<file path="src/rtl/dump_control_if.sv">
// Handshake bundle for the SHAKE squeeze sequencer: request,
// rate-block source and output word stream.
interface dump_control_if #(
  parameter int SIZE_WIDTH = 32
);
  logic                  start;
  logic [SIZE_WIDTH-1:0] output_size;
  logic [1:0]            operation_mode;
  logic                  src_valid;
  logic                  src_ready;
  logic                  data_out_valid;
  logic                  data_out_ready;

  modport master (
    output start,
    output output_size,
    output operation_mode,
    output src_valid,
    output data_out_ready,
    input  src_ready,
    input  data_out_valid
  );

  modport slave (
    input  start,
    input  output_size,
    input  operation_mode,
    input  src_valid,
    input  data_out_ready,
    output src_ready,
    output data_out_valid
  );
endinterface

</file>
<file path="src/rtl/dump_control.sv">
// SHAKE squeeze/output sequencer driving the dump datapath controls.
// Optional block counter output enabled by DUMP_CONTROL_BLOCK_COUNT_EN.
module dump_control #(
  parameter int         SIZE_WIDTH        = 32,
  parameter logic [1:0] SHAKE256_MODE_VEC = 2'b01
) (
  input  logic                  clk,
  input  logic                  rst,
  dump_control_if.slave         bus,
  input  logic                  output_buffer_empty,
`ifdef DUMP_CONTROL_BLOCK_COUNT_EN
  output logic [15:0]           blocks_dumped,
`endif
  output logic [SIZE_WIDTH-1:0] remaining_size,
  output logic                  output_buffer_we,
  output logic                  output_counter_load,
  output logic                  valid_bytes_enable,
  output logic                  output_buffer_shift_en,
  output logic                  last_output_block,
  output logic                  output_counter_rst,
  output logic                  valid_bytes_reset,
  output logic                  busy,
  output logic                  done
);

  typedef logic [SIZE_WIDTH-1:0] size_t;

  localparam logic [1:0] S_IDLE = 2'd0;
  localparam logic [1:0] S_WAIT = 2'd1;
  localparam logic [1:0] S_DUMP = 2'd2;
  localparam logic [1:0] S_DONE = 2'd3;

  localparam size_t RATE_128 = size_t'(1344);
  localparam size_t RATE_256 = size_t'(1088);

  logic [1:0] state_q, state_d;
  size_t      rem_q, rem_d;
  logic       mode256_q, mode256_d;
  logic       last_q, last_d;

  size_t rate;
  size_t req_size;
  logic  fits;
  logic  in_idle, in_wait, in_dump, in_done;
  logic  load;
  logic  dov;

  assign rate     = mode256_q ? RATE_256 : RATE_128;
  // Requests are byte granular; the low three bits carry no data.
  assign req_size = bus.output_size & ~size_t'(7);
  assign fits     = rem_q <= rate;

  assign in_idle = state_q == S_IDLE;
  assign in_wait = state_q == S_WAIT;
  assign in_dump = state_q == S_DUMP;
  assign in_done = state_q == S_DONE;

  assign load = in_wait & bus.src_valid;
  assign dov  = in_dump & ~output_buffer_empty;

  always_comb begin
    state_d   = state_q;
    rem_d     = rem_q;
    mode256_d = mode256_q;
    last_d    = last_q;
    case (state_q)
      S_IDLE: begin
        if (bus.start) begin
          mode256_d = bus.operation_mode == SHAKE256_MODE_VEC;
          rem_d     = req_size;
          state_d   = (req_size == '0) ? S_DONE : S_WAIT;
        end
      end
      S_WAIT: begin
        if (bus.src_valid) begin
          last_d  = fits;
          state_d = S_DUMP;
        end
      end
      S_DUMP: begin
        if (output_buffer_empty) begin
          if (last_q) begin
            state_d = S_DONE;
          end else begin
            // last_q clear implies rem_q > rate, so no underflow.
            rem_d   = rem_q - rate;
            state_d = S_WAIT;
          end
        end
      end
      S_DONE: begin
        state_d = S_IDLE;
      end
      default: begin
        state_d = S_IDLE;
      end
    endcase
  end

  always_ff @(posedge clk or posedge rst) begin
    if (rst) begin
      state_q   <= S_IDLE;
      rem_q     <= '0;
      mode256_q <= 1'b0;
      last_q    <= 1'b0;
    end else begin
      state_q   <= state_d;
      rem_q     <= rem_d;
      mode256_q <= mode256_d;
      last_q    <= last_d;
    end
  end

`ifdef DUMP_CONTROL_BLOCK_COUNT_EN
  logic [15:0] blk_cnt_q, blk_cnt_d;

  always_comb begin
    blk_cnt_d = blk_cnt_q;
    if (in_idle && bus.start) begin
      blk_cnt_d = '0;
    end else if (load && blk_cnt_q != 16'hFFFF) begin
      blk_cnt_d = blk_cnt_q + 16'd1;
    end
  end

  always_ff @(posedge clk or posedge rst) begin
    if (rst) begin
      blk_cnt_q <= '0;
    end else begin
      blk_cnt_q <= blk_cnt_d;
    end
  end

  assign blocks_dumped = blk_cnt_q;
`endif

  assign bus.src_ready      = in_wait;
  assign bus.data_out_valid = dov;

  assign remaining_size         = rem_q;
  assign output_buffer_we       = load;
  assign output_counter_load    = load;
  assign valid_bytes_enable     = load;
  assign output_buffer_shift_en = dov & bus.data_out_ready;
  assign last_output_block      = (in_wait & fits) | (in_dump & last_q);
  assign output_counter_rst     = in_idle;
  assign valid_bytes_reset      = in_idle | in_done;
  assign busy                   = ~in_idle;
  assign done                   = in_done;

endmodule

</file>
<file path="src/flat_wrapper.sv">
// flat-port wrapper written by rule: the top's interface ports become plain ports
module dump_control_flat 
#(
  parameter int         SIZE_WIDTH        = 32,
  parameter logic [1:0] SHAKE256_MODE_VEC = 2'b01
)
  (clk, rst, output_buffer_empty, remaining_size, output_buffer_we, output_counter_load, valid_bytes_enable, output_buffer_shift_en, last_output_block, output_counter_rst, valid_bytes_reset, busy, done, bus_start, bus_output_size, bus_operation_mode, bus_src_valid, bus_data_out_ready, bus_src_ready, bus_data_out_valid);
  dump_control_if #(.SIZE_WIDTH(SIZE_WIDTH)) bus_i ();
  input  logic clk;
  input  logic rst;
  input  logic output_buffer_empty;
  output logic [SIZE_WIDTH-1:0] remaining_size;
  output logic output_buffer_we;
  output logic output_counter_load;
  output logic valid_bytes_enable;
  output logic output_buffer_shift_en;
  output logic last_output_block;
  output logic output_counter_rst;
  output logic valid_bytes_reset;
  output logic busy;
  output logic done;
  input wire logic [$bits(bus_i.start)-1:0] bus_start;
  input wire logic [$bits(bus_i.output_size)-1:0] bus_output_size;
  input wire logic [$bits(bus_i.operation_mode)-1:0] bus_operation_mode;
  input wire logic [$bits(bus_i.src_valid)-1:0] bus_src_valid;
  input wire logic [$bits(bus_i.data_out_ready)-1:0] bus_data_out_ready;
  output wire logic [$bits(bus_i.src_ready)-1:0] bus_src_ready;
  output wire logic [$bits(bus_i.data_out_valid)-1:0] bus_data_out_valid;
  assign bus_i.start = bus_start;
  assign bus_i.output_size = bus_output_size;
  assign bus_i.operation_mode = bus_operation_mode;
  assign bus_i.src_valid = bus_src_valid;
  assign bus_i.data_out_ready = bus_data_out_ready;
  assign bus_src_ready = bus_i.src_ready;
  assign bus_data_out_valid = bus_i.data_out_valid;
  dump_control #(.SIZE_WIDTH(SIZE_WIDTH), .SHAKE256_MODE_VEC(SHAKE256_MODE_VEC)) u_core (.clk(clk), .rst(rst), .bus(bus_i), .output_buffer_empty(output_buffer_empty), .remaining_size(remaining_size), .output_buffer_we(output_buffer_we), .output_counter_load(output_counter_load), .valid_bytes_enable(valid_bytes_enable), .output_buffer_shift_en(output_buffer_shift_en), .last_output_block(last_output_block), .output_counter_rst(output_counter_rst), .valid_bytes_reset(valid_bytes_reset), .busy(busy), .done(done));
endmodule
</file>
<file path="config.mk">
export PLATFORM = sky130hd
export DESIGN_NAME = dump_control_flat
export DESIGN_NICKNAME = d
export VERILOG_FILES = /design/src/rtl/dump_control_if.sv /design/src/rtl/dump_control.sv /design/src/flat_wrapper.sv
export SDC_FILE = /design/constraint.sdc
export NUM_CORES = 1
export LEC_CHECK = 0
export ABC_AREA = 1
export BUFFER_PORTS_ARGS = -buffer_cell sky130_fd_sc_hd__buf_2
export CORE_MARGIN = 2
export CORE_UTILIZATION = 47
export DETAILED_ROUTE_END_ITERATION = 16
export GPL_TIMING_DRIVEN = 0
export HOLD_SLACK_MARGIN = 0.06
export PLACE_DENSITY = 0.77
export SYNTH_ARGS = -nofsm -noshare
export SYNTH_HDL_FRONTEND = slang
export SYNTH_SLANG_ARGS = --single-unit
</file>
<file path="constraint.sdc">
create_clock -name clk -period 1.61 [get_ports clk]
set_input_delay 0.0805 -clock clk [delete_from_list [all_inputs] [get_ports clk]]
set_output_delay 0.0805 -clock clk [all_outputs]
set_load 0.01 [all_outputs]
</file>
==> results by group, run 1 <==
Timing
  – Fin crit share: 113.2%
  – Max_slew headroom: 50.91%
  – Achievable Freq: 548.8 MHz
  – Clk_skew: 0.007734 ns
  – Unrepaired setup endpoints after global routing: yes
  – Worst-Margin Slew: 0.7353 ns
  – Pins Over Slew Limit: 0
  – Min Tclk post-route: 1.822 ns
  – Final Hold Fails: 0
  – Hold slack final: 0.06106 ns
  – Setup-failing EPs final: 23
  – Slack of the critical path: -0.2122 ns

Floorplan
  – Core area: 0.005816 mm^2
  – FP Rows: 28
  – Die Y: 81.00 um
  – IO Count: 83
  – Die X: 81.00 um
  – Starting density of the core: 47.91%
  – Total die area: 0.006560 mm^2

Run
  – Max Cap Viol: 0

Place
  – Dpl cells: 598
  – Placer Congestion: 0.9519
  – IO Port Bufs: 76
  – Post-DP Area: 0.003283 mm^2
  – Final HPWL DP: 6.540 mm

Global route
  – Gr usage total: 30.55%
  – Global-route wire length before repair: 15.33 mm
  – Largest net degree at the start of global routing: 34
  – Initial antenna violation count: 0
  – Vias in the first global route: 3196
  – Grt ovf: 0

Setup path
  – Slowest-stage cell, CP: dfrtp_1
  – Critical Path Max Stage Delay: 0.42 ns
  – Delay-heaviest family, CP: flip-flops
  – Critical path buffers and inverters: 1
  – CP Cell Sequence: ha_4, nand2_4, nand2_2, nand2_2, nand2_4, nor2_4, o21ai_2, o21ai_1, buf_2
  – CP Capture Type: primary output
  – Kind of critical path: flip-flop to primary output
  – Worst Path Arrival: 1.74 ns
  – CP required: 1.53 ns
  – Crit Path Max Fanout: 5
  – Reg-to-reg startpoint: u_core.state_q[1]$_DFFE_PP0P_
  – Element type at the critical path start: flip-flop
  – Critical Path Start: u_core.mode256_q$_DFFE_PP0P_

Power
  – Leakage: 2.079 nW
  – Flop pwr share: 20.5%
  – Internal: 4.508 mW
  – VDD IR-drop max: 1.362 mV
  – Switching power: 4.620 mW
  – Switching Share: 50.61%
  – Gate power share: 71.0%
  – Clock Power Share: 8.5%
  – Pwr Density: 2262 mW/mm^2

Clock network
  – CTS tree: done
  – Worst-skew pair later-pin latency: 0.29 ns
  – Cts bufs inserted: 5
  – Root Driver: clkbuf_8
  – H-tree depth: 2
  – Sink Count: 33
  – CTS clk-pin slew, worst paths: 0.07 ns
  – CTS Buffer Depth: 2

Logic synthesis
  – Post-Synthesis Cells: 445
  – Syn. warnings: 0
  – Sequential fraction of the synthesis area: 29.64%
  – Mapped Avg Cell Area: 6.262 um^2
  – Mapped Area: 0.002786 mm^2
  – Seq cells post-synth: 33
  – Cell variety after synth: 35
  – Most area-consuming cells after synthesis: dfrtp_1, nand2_1, inv_1
  – Synth top area share: 29.64%
  – Leading area contributor after synthesis: dfrtp_1

Layout
  – Area Overhead vs Synth: 44.81%
  – Multi-input gate area: 0.001823 mm^2
  – Layout cells sized above 1: 39.75%
  – Register area: 834.6 um^2
  – Final-stage net count: 613
  – Fill count: 512
  – Final std cells w/o fill: 641
  – Final non-filler cell area: 0.004035 mm^2
  – Ant. Diodes: 0

Drt
  – Antenna Nets Post-Route: 0
  – Detailed Route Iter0 Violations: 401
  – Drt wl/cell: 15.28 um
  – Post-route DRC: 0
  – TritonRoute pass-1 iters: 6
  – DR vias: 3417
  – DR vias/cell: 5.331
  – WL final: 9.796 mm

Worst hold path
  – Hold Crit Class: input port to flip-flop
  – Hold Crit Start: bus_output_size[5]

Run status
  – Status: complete, but fails checks
  – Failing checks: setup timing
[power groups by stage]
| stage | clock network [mW] | registers (mW) | logic (mW) |
|---|---|---|---|
| 3_3_place_gp | 0 | 1.80 | 4.52 |
| 6_report | 0.773 | 1.87 | 6.48 |
| 2_1_floorplan | 0 | 1.85 | 3.12 |
| 4_1_cts | 0.778 | 1.82 | 5.81 |
| 3_5_place_dp | 0 | 1.81 | 4.61 |
| 5_1_grt | 0.823 | 1.92 | 7.04 |
[placed cells by master (no fill, tap or decap), types with 3 or more instances in the layout]
cell type,n
a21oi_1,7
a21oi_2,7
buf_12,3
buf_2,77
buf_4,32
buf_6,10
clkbuf_8,5
conb_1,3
dfrtp_1,26
dfrtp_2,7
dlygate4sd3_1,6
ha_4,5
inv_1,60
inv_2,11
inv_4,3
nand2_1,112
nand2_2,16
nand2_4,4
nand3_1,28
nand3b_1,3
nand4_1,5
nor2_1,49
nor2_2,7
nor2_4,13
nor3_1,3
nor4_1,4
o21ai_0,11
o21ai_1,16
o21ai_2,10
[flip-flops by register name, summed over array words and instances (netlist names)]
name                   count
u_core.state_q             2
u_core.remaining_size     29
u_core.last_q              1
u_core.mode256_q           1
[synthesized netlist by cell type (all sizes together)]
master	count
nand2	133
inv	74
nor2	69
o21ai	37
dfrtp	33
nand3	29
buf	17
a21oi	16
ha	7
nand4	5
nor3	5
nor4	4
nand3b	3
o211ai	3
or2	3
o21bai	2
o22ai	2
clkbuf	1
clkinv	1
conb	1
[per-layer routing]
layer	global-route usage [%]	part of all wire [%]	vias up
met5	0	0	-
met2	52.07	48	196
met1	39.60	39	1550
met3	3.556	8.9	45
li1	-	-	1626
met4	11.53	3.9	0
[what timing repair did]
action	4_1_cts	5_1_grt
hold buffers	5	1
pin swaps	10	39
resized for setup	49	62
setup buffers	22	13
endpoints found under the hold margin	4	33
setup endpoints to repair	32	33
gates cloned	3	0
[cell families after synthesis]
logic type / share of synthesized area (%)
adders and majority gates: 3.143
other: 0.1346
and+or+nand+nor: 39.69
AOI/OAI and AO/OA: 12.48
DFF: 29.64
buffers and inverters: 14.91
[area by class of cell]
class | count | share of cell area, %
flip-flops and latches | 33 | 20.68
inverters | 75 | 7.163
repair buffers | 113 | 18.20
clock buffers | 5 | 1.705
clock inverters | 2 | 0.8682
multi-input cells | 321 | 45.18
plain buffers | 17 | 3.876
well taps | 75 | 2.326
[worst min-delay path, delay by kind of cell]
family,cells,cell delay [ns]
buf+inv,1,0.09
simple gates,1,0.07
compound gates,1,0.08
[worst paths after layout]
| path | to | slack (ns) | cells after the start |
|---|---|---|---|
| worst max register to register | u_core.remaining_size[28]$_DFFE_PP0P_ | -0.13 | 12 |
| max in group asynchronous | u_core.remaining_size[21]$_DFFE_PP0P_ | 0.62 | 3 |
| worst min-delay path | u_core.remaining_size[5]$_DFFE_PP0P_ | 0.06 | 3 |
| min in group asynchronous | u_core.mode256_q$_DFFE_PP0P_ | 0.47 | 3 |
| worst min register to register | u_core.last_q$_DFFE_PP0P_ | 0.51 | 2 |
| worst max-delay path | last_output_block | -0.21 | 9 |
[through the flow]
step	setup slack, ns	setup TNS, ns	util, %	power (mW)
after floorplan	0.0002418	0	-	4.966
after global placement	-0.2826	-5.092	56.45	6.319
after detailed placement	-0.2979	-5.429	56.45	6.425
after CTS	-0.2107	-1.332	65.53	8.401
after global routing	-0.2817	-4.930	69.38	9.783
final	-0.2122	-1.580	69.38	9.128
(Power assumes the default switching activity.)
==> run 2, diff against run 1 <==
--- a/config.mk
+++ b/config.mk
@@ -6,13 +6,14 @@
 export NUM_CORES = 1
 export LEC_CHECK = 0
 export ABC_AREA = 1
-export BUFFER_PORTS_ARGS = -buffer_cell sky130_fd_sc_hd__buf_2
 export CORE_MARGIN = 2
-export CORE_UTILIZATION = 47
+export CORE_UTILIZATION = 58
 export DETAILED_ROUTE_END_ITERATION = 16
+export DONT_BUFFER_PORTS = 1
 export GPL_TIMING_DRIVEN = 0
 export HOLD_SLACK_MARGIN = 0.06
-export PLACE_DENSITY = 0.77
+export PLACE_DENSITY = 0.86
+export RECOVER_POWER = 50
 export SYNTH_ARGS = -nofsm -noshare
 export SYNTH_HDL_FRONTEND = slang
 export SYNTH_SLANG_ARGS = --single-unit
==> run 2 against run 1 <==
Net effect:
- the run still ends with setup timing left
- sequential power increased by 25%
- clock power down 12%
- flip-flop and latch count unchanged
- via count increased by 13%
- combinational power grew 9.9%
- cell count fell by 12%
- largest cell class unchanged
==> results by group, run 2 (synthesized netlist as in run 1, its figures left out) <==
Global route
  – Global route hottest layer: met2
  – Global-route wire length before repair: 19.05 mm
  – Global Route met3 Usage: 15.64%
  – Met2 usage: 72.47%
  – Gr usage total: 47.70%
  – Vias in the first global route: 3748
  – Grt ovf: 0
  – Largest net degree at the start of global routing: 34
  – GRT met1 Usage: 55.60%
  – Initial antenna violation count: 0

Drt
  – WL final: 13.56 mm
  – Detailed Route Iter0 Violations: 857
  – TritonRoute pass-1 iters: 10
  – DR vias/cell: 6.897
  – Drt wl/cell: 24.13 um
  – Post-route DRC: 0
  – DR vias: 3876
  – Antenna Nets Post-Route: 0

Layout
  – End-of-flow core utilization: 84.05%
  – Ant. Diodes: 0
  – Final std cells w/o fill: 562
  – Final non-filler cell area: 0.003944 mm^2
  – Max reg flops: 29
  – Area Overhead vs Synth: 41.54%
  – Most common library cell in the layout ignoring fill and taps: nand2_1
  – Final-stage net count: 554
  – Most frequent cells in the layout: nand2_1, inv_1, nor2_1, nand3_1, dlygate4sd3_1
  – Layout cells sized above 1: 33.07%

Power
  – Pwr Density: 2571 mW/mm^2
  – Clock Power Share: 6.7%
  – Switching power: 5.563 mW
  – Flop pwr share: 23.0%
  – Switching Share: 54.86%
  – Internal: 4.577 mW
  – Pwr Total: 10.14 mW
  – Leakage: 1.865 nW
  – Gate power share: 70.2%
  – VDD IR-drop max: 2.001 mV

Setup path
  – Reg-to-Reg End: u_core.remaining_size[22]$_DFFE_PP0P_
  – Crit Path Max Fanout: 6
  – Reg-to-reg slack, setup: -0.33 ns
  – Worst Path Arrival: 2.14 ns
  – CP required: 1.81 ns
  – Worst R2R Path Depth: 12
  – Kind of critical path: flip-flop to flip-flop
  – CP Capture Type: flip-flop
  – Reg-to-reg startpoint: u_core.state_q[0]$_DFFE_PP0P_
  – Element type at the critical path start: flip-flop
  – Critical Path Start: u_core.state_q[0]$_DFFE_PP0P_

Clock network
  – Worst-skew pair later-pin latency: 0.31 ns
  – Root Driver: clkbuf_8
  – Sink Count: 33
  – CTS tree: done
  – CTS Buffer Depth: 2
  – Cts bufs inserted: 5
  – CTS clk-pin slew, worst paths: 0.09 ns
  – H-tree depth: 2

Timing
  – Hold slack final: 0.05912 ns
  – Min Tclk post-route: 1.936 ns
  – Total negative slack: -4.979 ns
  – Clk_skew: 0.01045 ns
  – Setup-failing EPs final: 28
  – Max_slew headroom: 49.66%
  – Slack of the critical path: -0.3260 ns
  – Pins Over Slew Limit: 0
  – Unrepaired setup endpoints after global routing: yes
  – Achievable Freq: 516.5 MHz
  – Final Hold Fails: 0
  – Worst-Margin Slew: 0.7540 ns
  – Fin crit share: 120.2%

Run status
  – Status: complete, but fails checks
  – Failing checks: setup timing

Place
  – IO Port Bufs: 0
  – Final HPWL DP: 6.163 mm
  – Placer Congestion: 0.9607
  – Post-DP Area: 0.002877 mm^2
  – Dpl cells: 501
  – Post-place setup slack: -0.2665 ns

Worst hold path
  – Worst hold path cell count: 5
  – Hold Crit Start: bus_output_size[24]
  – Hold Crit Class: input port to flip-flop
  – WHS Endpoint: u_core.remaining_size[24]$_DFFE_PP0P_

Floorplan
  – Total die area: 0.005374 mm^2
  – Starting density of the core: 59.39%
  – Core area: 0.004692 mm^2
  – Die Y: 73.31 um
  – Die X: 73.31 um
  – FP Rows: 25
  – IO Count: 83

Run
  – Max Cap Viol: 0
-- run 2: how the worst max path moves through the flow --
| stage | end | slack, ns | cells after the start |
|---|---|---|---|
| after floorplan | u_core.remaining_size[15]$_DFFE_PP0P_ | 0.0002 | 10 |
| after global placement | u_core.remaining_size[27]$_DFFE_PP0P_ | -0.25 | 8 |
| after detailed placement | u_core.remaining_size[19]$_DFFE_PP0P_ | -0.27 | 6 |
| after CTS | last_output_block | -0.19 | 10 |
| after global routing | last_output_block | -0.39 | 7 |
| final | u_core.remaining_size[22]$_DFFE_PP0P_ | -0.33 | 12 |
-- run 2: critical path: stages, from the launching register on --
cell     delay [ns]
dfrtp_1        0.41
inv_2          0.10
ha_2           0.24
inv_2          0.05
nand2_1        0.09
nand2_2        0.07
nor2_4         0.22
inv_6          0.10
buf_4          0.15
nor2_1         0.15
o21ai_1        0.15
nand2_1        0.08
inv_1          0.04
-- run 2: final cells by class --
class / count / area, um^2
timing repair buffer: 53 / 589.3
clock buffer: 5 / 68.82
sequential: 33 / 845.8
fill: 231 / 748.2
tap: 54 / 67.56
buffer: 18 / 178.9
inverter: 75 / 291.5
clock inverter: 3 / 17.52
multi-input combinational: 321 / 1884
-- run 2: timing repair --
item,in CTS,in global routing
setup endpoints to repair,35,35
hold buffers,23,1
pin swaps,28,21
hold endpoints to repair,23,33
setup buffers,25,2
cloned,5,0
gates resized for setup,102,39
-- run 2: metal layers --
layer	vias to the layer above	routed length [um]
met5	-	0
met4	0	1464
met3	186	2114
met2	477	5671
met1	1709	4310
li1	1504	-
-- run 2: power groups by stage --
stage               Combinational [mW]  Sequential (mW)  Clock [mW]
global placement                  3.76             2.04           0
finish                            7.12             2.33       0.684
floorplan                         3.12             1.85           0
CTS                               5.98             2.13       0.647
global route                      7.35             2.31       0.680
detailed placement                3.91             2.05           0
